===== src/rtl/rr_arbiter4.sv =====
// rtl/rr_arbiter4.sv - four-requester round-robin arbiter with grant hold and timeout
module rr_arbiter4 #(
    parameter int MAX_HOLD = 16,
    parameter int HOLD_W   = 8
) (
    input  logic       clk,
    input  logic       rst_n,
    input  logic [3:0] req,
    input  logic       done,
    output logic [3:0] gnt,
    output logic [1:0] gnt_id,
    output logic       gnt_valid,
    output logic       timeout
);

    typedef enum logic {IDLE, GRANT} state_t;

    localparam logic [HOLD_W-1:0] HOLD_LAST = HOLD_W'(MAX_HOLD - 1);

    state_t            state, state_nx;
    logic [1:0]        ptr, ptr_nx;
    logic [HOLD_W-1:0] hold_cnt, hold_nx;
    logic [3:0]        gnt_nx;
    logic [1:0]        gnt_id_nx;
    logic              gnt_valid_nx, timeout_nx;
    logic [1:0]        scan_idx, sel;
    logic              found;
    logic              owner_req, hit_limit;

    // Scan ptr, ptr+1, ... with 2-bit wrap; the first requester found wins.
    always_comb begin
        sel      = ptr;
        found    = 1'b0;
        scan_idx = ptr;
        for (int k = 0; k < 4; k++) begin
            scan_idx = ptr + 2'(k);
            if (!found && req[scan_idx]) begin
                sel   = scan_idx;
                found = 1'b1;
            end
        end
    end

    assign owner_req = req[gnt_id];
    assign hit_limit = (MAX_HOLD != 0) && (hold_cnt == HOLD_LAST);

    always_comb begin
        state_nx     = state;
        ptr_nx       = ptr;
        hold_nx      = hold_cnt;
        gnt_nx       = gnt;
        gnt_id_nx    = gnt_id;
        gnt_valid_nx = gnt_valid;
        timeout_nx   = 1'b0;
        case (state)
            IDLE: begin
                if (found) begin
                    gnt_nx       = 4'b0001 << sel;
                    gnt_id_nx    = sel;
                    gnt_valid_nx = 1'b1;
                    hold_nx      = '0;
                    state_nx     = GRANT;
                end else begin
                    gnt_nx       = 4'b0000;
                    gnt_valid_nx = 1'b0;
                end
            end
            GRANT: begin
                if (done || !owner_req || hit_limit) begin
                    gnt_nx       = 4'b0000;
                    gnt_valid_nx = 1'b0;
                    ptr_nx       = gnt_id + 2'd1;
                    hold_nx      = '0;
                    state_nx     = IDLE;
                    // Timeout only flags a release forced purely by the hold limit.
                    timeout_nx   = hit_limit && !done && owner_req;
                end else if (hold_cnt != '1) begin
                    hold_nx = hold_cnt + 1'b1;
                end
            end
            default: state_nx = IDLE;
        endcase
    end

    always_ff @(posedge clk or negedge rst_n) begin
        if (!rst_n) begin
            state     <= IDLE;
            ptr       <= 2'd0;
            hold_cnt  <= '0;
            gnt       <= 4'b0000;
            gnt_id    <= 2'd0;
            gnt_valid <= 1'b0;
            timeout   <= 1'b0;
        end else begin
            state     <= state_nx;
            ptr       <= ptr_nx;
            hold_cnt  <= hold_nx;
            gnt       <= gnt_nx;
            gnt_id    <= gnt_id_nx;
            gnt_valid <= gnt_valid_nx;
            timeout   <= timeout_nx;
        end
    end

endmodule

===== config.mk =====
export PLATFORM = sky130hd
export DESIGN_NAME = rr_arbiter4
export DESIGN_NICKNAME = d
export VERILOG_FILES = /design/src/rtl/rr_arbiter4.sv
export SDC_FILE = /design/constraint.sdc
export NUM_CORES = 1
export LEC_CHECK = 0
export ABC_AREA = 0
export BUFFER_PORTS_ARGS = -buffer_cell sky130_fd_sc_hd__clkbuf_2
export CAP_MARGIN = 20
export CORE_MARGIN = 5
export CORE_UTILIZATION = 55
export CTS_CLUSTER_DIAMETER = 200
export CTS_CLUSTER_SIZE = 16
export DETAILED_ROUTE_END_ITERATION = 12
export PLACE_DENSITY = 0.77
export SLEW_MARGIN = 0
export SYNTH_ARGS = -nofsm -noshare
export SYNTH_HDL_FRONTEND = slang
export SYNTH_SLANG_ARGS = --single-unit
export TNS_END_PERCENT = 10

===== constraint.sdc =====
create_clock -name clk -period 2.15 [get_ports clk]
set_clock_uncertainty 0.05 [all_clocks]
set_input_delay 0.215 -clock clk [delete_from_list [all_inputs] [get_ports clk]]
set_output_delay 0.215 -clock clk [all_outputs]
set_load 0.03 [all_outputs]

==> qor.yml <==
min_path:
  min-delay-start: "req[2]"
  min_path_type: "in2reg"
  hold_depth: 4
  whs_endpoint: "gnt_id[0]$_DFFE_PN0P_"
floorplanning:
  die_w_um: 54.2
  ios: 15
  die-area_um2: 2940
  start_util_pct: 56.0
  core-area_um2: 1920
  dieHeight_um: 54.2
  rows: 16
sta:
  fmax_ghz: 0.512
  tightest_slew_ns: 0.624
  rsz0062_at_grt: "no"
  tns_ns: 0
  hold_violations: 0
  slew_viol_final: 0
  final-setup-viol-count: 0
  relSlewSlack_pct: 58.0
  hold_ws_ns: 0.323
  fin_crit_ns: 1.95
  finalCritPeriodShare_pct: 90.9
setup_path:
  cp_max_fo: 6
  cp.buffers_inverters: 0
  critPathKind: "reg2reg"
  crit_required_ns: 2.29
  reg2reg_slack_ns: 0.20
  reg2reg_to: "ptr[1]$_DFFE_PN0P_"
  path_cells: "ha_1 > and3_1 > and2_1 > o41a_1 > mux2_4"
  r2r_cells: 5
  endpoint_kind: "register"
  critPathTopFamily: "simple AND/OR/NAND/NOR gates"
  cp_data_arrival_time_ns: 2.09
  startpoint_type: "register"
  r2r-start: "hold_cnt[0]$_DFFE_PN0P_"
  max_stage_delay_ns: 0.42
  critPathSlowestCell: "dfrtp_1"
logic_synthesis:
  async_flop_share_pct: 100
  synth_compound_area_share_pct: 22.6
  synthAdderAreaFrac_pct: 1.16
  syn_avg_cell_area_um2: 9.87
  synthFlopType: "dfrtp_1"
  synth_xor_area_share_pct: 0.814
  synth.distinct_cells: 39
  synth_nets: 117
  synth_top_family_by_area: "compound AO/OA/AOI/OAI gates"
  ys_ff_latch: 19
  synth_mux_area_share_pct: 7.67
  netlist_area_um2: 1080
  synth-simple-area-share_pct: 20.7
  yosysWarnings: 0
  ys_seq_area_share_pct: 44.2
  synth_edf_count: 0
  netlist_instances: 109
power_and_ir_drop:
  peakVddDrop_uv: 773
  power.leakage_uw: 0.000553
  fin_total_pwr_uw: 1300
  p_per_area_nw_per_um2: 1070
routing:
  routed_via_density: 6.06
  num_vias: 927
  drc_errors: 0
  wl_per_cell_um: 14.3
  drtPass1Iterations: 4
  wl_um: 2180
  drtAntennaViolNets: 0
  drt_iter0_markers: 16
layout:
  drive_gt1_share_pct: 22.2
  area_growth_pct: 13.3
  diodes: 0
  fillers: 177
  fin_util_pct: 63.4
  stdcell_area_um2: 1220
  fin_nets: 135
clock_tree:
  cts_tree: "done"
  clk_latency_ns: 0.29
  clkSlewWorstSetupHoldPaths_ns: 0.10
  cts_max_level: 1
  cts_resized: 0
  cts_buffers: 3
  cts_root_buf: "clkbuf_4"
  clk_path_buf_depth: 2
  post_cts_buffers: 0
  clock_sinks: 19
grt:
  grt_max_degree: 20
  grt_pass1_vias: 853
  overflow: 0
  grt_pass1_wl_um: 3590
  groute.usage.overall_pct: 17.1
  grt_antenna_before_repair: 0
placement:
  dp_hpwl_um: 1640
  globalplace.congestion: 0.882
  dpl-instance-area_um2: 1180
  port_buffers: 14
run_status:
  outcome: "finished, final reports clean"
flow_run:
  drv_cap: 0
[worst max path at each step]
stage               slack (ns)  depth (start not counted)                    start                 end
finish                    0.20                          5  hold_cnt[0]$_DFFE_PN0P_  ptr[1]$_DFFE_PN0P_
global route              0.14                          5  hold_cnt[0]$_DFFE_PN0P_  ptr[1]$_DFFE_PN0P_
CTS                       0.21                          5  hold_cnt[0]$_DFFE_PN0P_  ptr[1]$_DFFE_PN0P_
detailed placement        0.23                          5  hold_cnt[0]$_DFFE_PN0P_  ptr[1]$_DFFE_PN0P_
global placement          0.28                          5  hold_cnt[0]$_DFFE_PN0P_  ptr[1]$_DFFE_PN0P_
floorplan                 0.24                          6  hold_cnt[0]$_DFFE_PN0P_  ptr[1]$_DFFE_PN0P_
[layout by cell type, fill, tap and decap left out, drive strengths merged, types with 4 or more instances in the layout]
| master | instances |
|---|---|
| nand2 | 5 |
| mux2 | 4 |
| nand3 | 7 |
| o21ai | 4 |
| and2 | 4 |
| nor2b | 4 |
| a31oi | 6 |
| nor2 | 5 |
| a21oi | 6 |
| clkbuf | 18 |
| dfrtp | 19 |
[synth_stat cells, drive strengths merged, types with 4 or more instances]
cell,instances,area share (%)
nand2,5,1.7
nor2b,4,2.3
nor2,5,1.7
and2,4,2.3
clkbuf,4,1.4
o21ai,4,1.9
a31oi,6,3.5
dfrtp,19,44
nand3,7,3.3
mux2,4,4.9
a21oi,6,3.1
[cell type report]
cell class	instances	area, µm²	area share, %
multi-input combinational	82	569	46.7
sequential	19	475	39.0
timing repair buffer	18	103	8.42
tap	27	33.8	2.77
clock buffer	4	26.3	2.16
inverter	3	11.3	0.924
[state kept, by name (all words and copies together), names as in the netlist]
register	cells
hold_cnt	8
gnt	4
timeout	1
gnt_id	2
ptr	2
gnt_valid	1
state	1
[routing by layer]
layer  global-route usage (%)  wire length, µm  up-vias
met5                        0                0        -
met4                     8.71               37        0
met3                     3.81              114        6
met2                     24.5              964       36
met1                     24.1             1070      430
li1                         -                -      455
[tightest hold or removal path, stage by stage]
cell       delay (ns)
clkbuf_2         0.14
o31ai_1          0.11
o2111ai_1        0.11
nand2_1          0.06
[per-stage QoR]
| step | cells | setup slack [ns] |
|---|---|---|
| final | 153 | 0.196 |
| after CTS | 153 | 0.206 |
| after detailed placement | 148 | 0.230 |
| after floorplan | 109 | 0.242 |
| after global placement | 148 | 0.276 |
| after global routing | 153 | 0.142 |
[where the power goes]
group	leakage (µW)	internal (µW)	switching, µW	total [µW]
combinational	0.000289	238	332	570
sequential	0.000249	453	108	561
clock	0.0000150	72.2	101	174
total	0.000553	763	542	1300
[logic make-up after synthesis]
group                      after synthesis
and+or+nand+nor                         40
buffers and inverters                    8
xor gates and xnor gates                 1
AOI/OAI and AO/OA                       33
adders and majority gates                1
DFF                                     19
muxes                                    7
[timing repair]
action | 4_1_cts | 5_1_grt
hold buffers | 1 | 0
setup endpoints to repair | 0 | 0
hold endpoints to repair | 19 | 0
(Power assumes the default switching activity.)
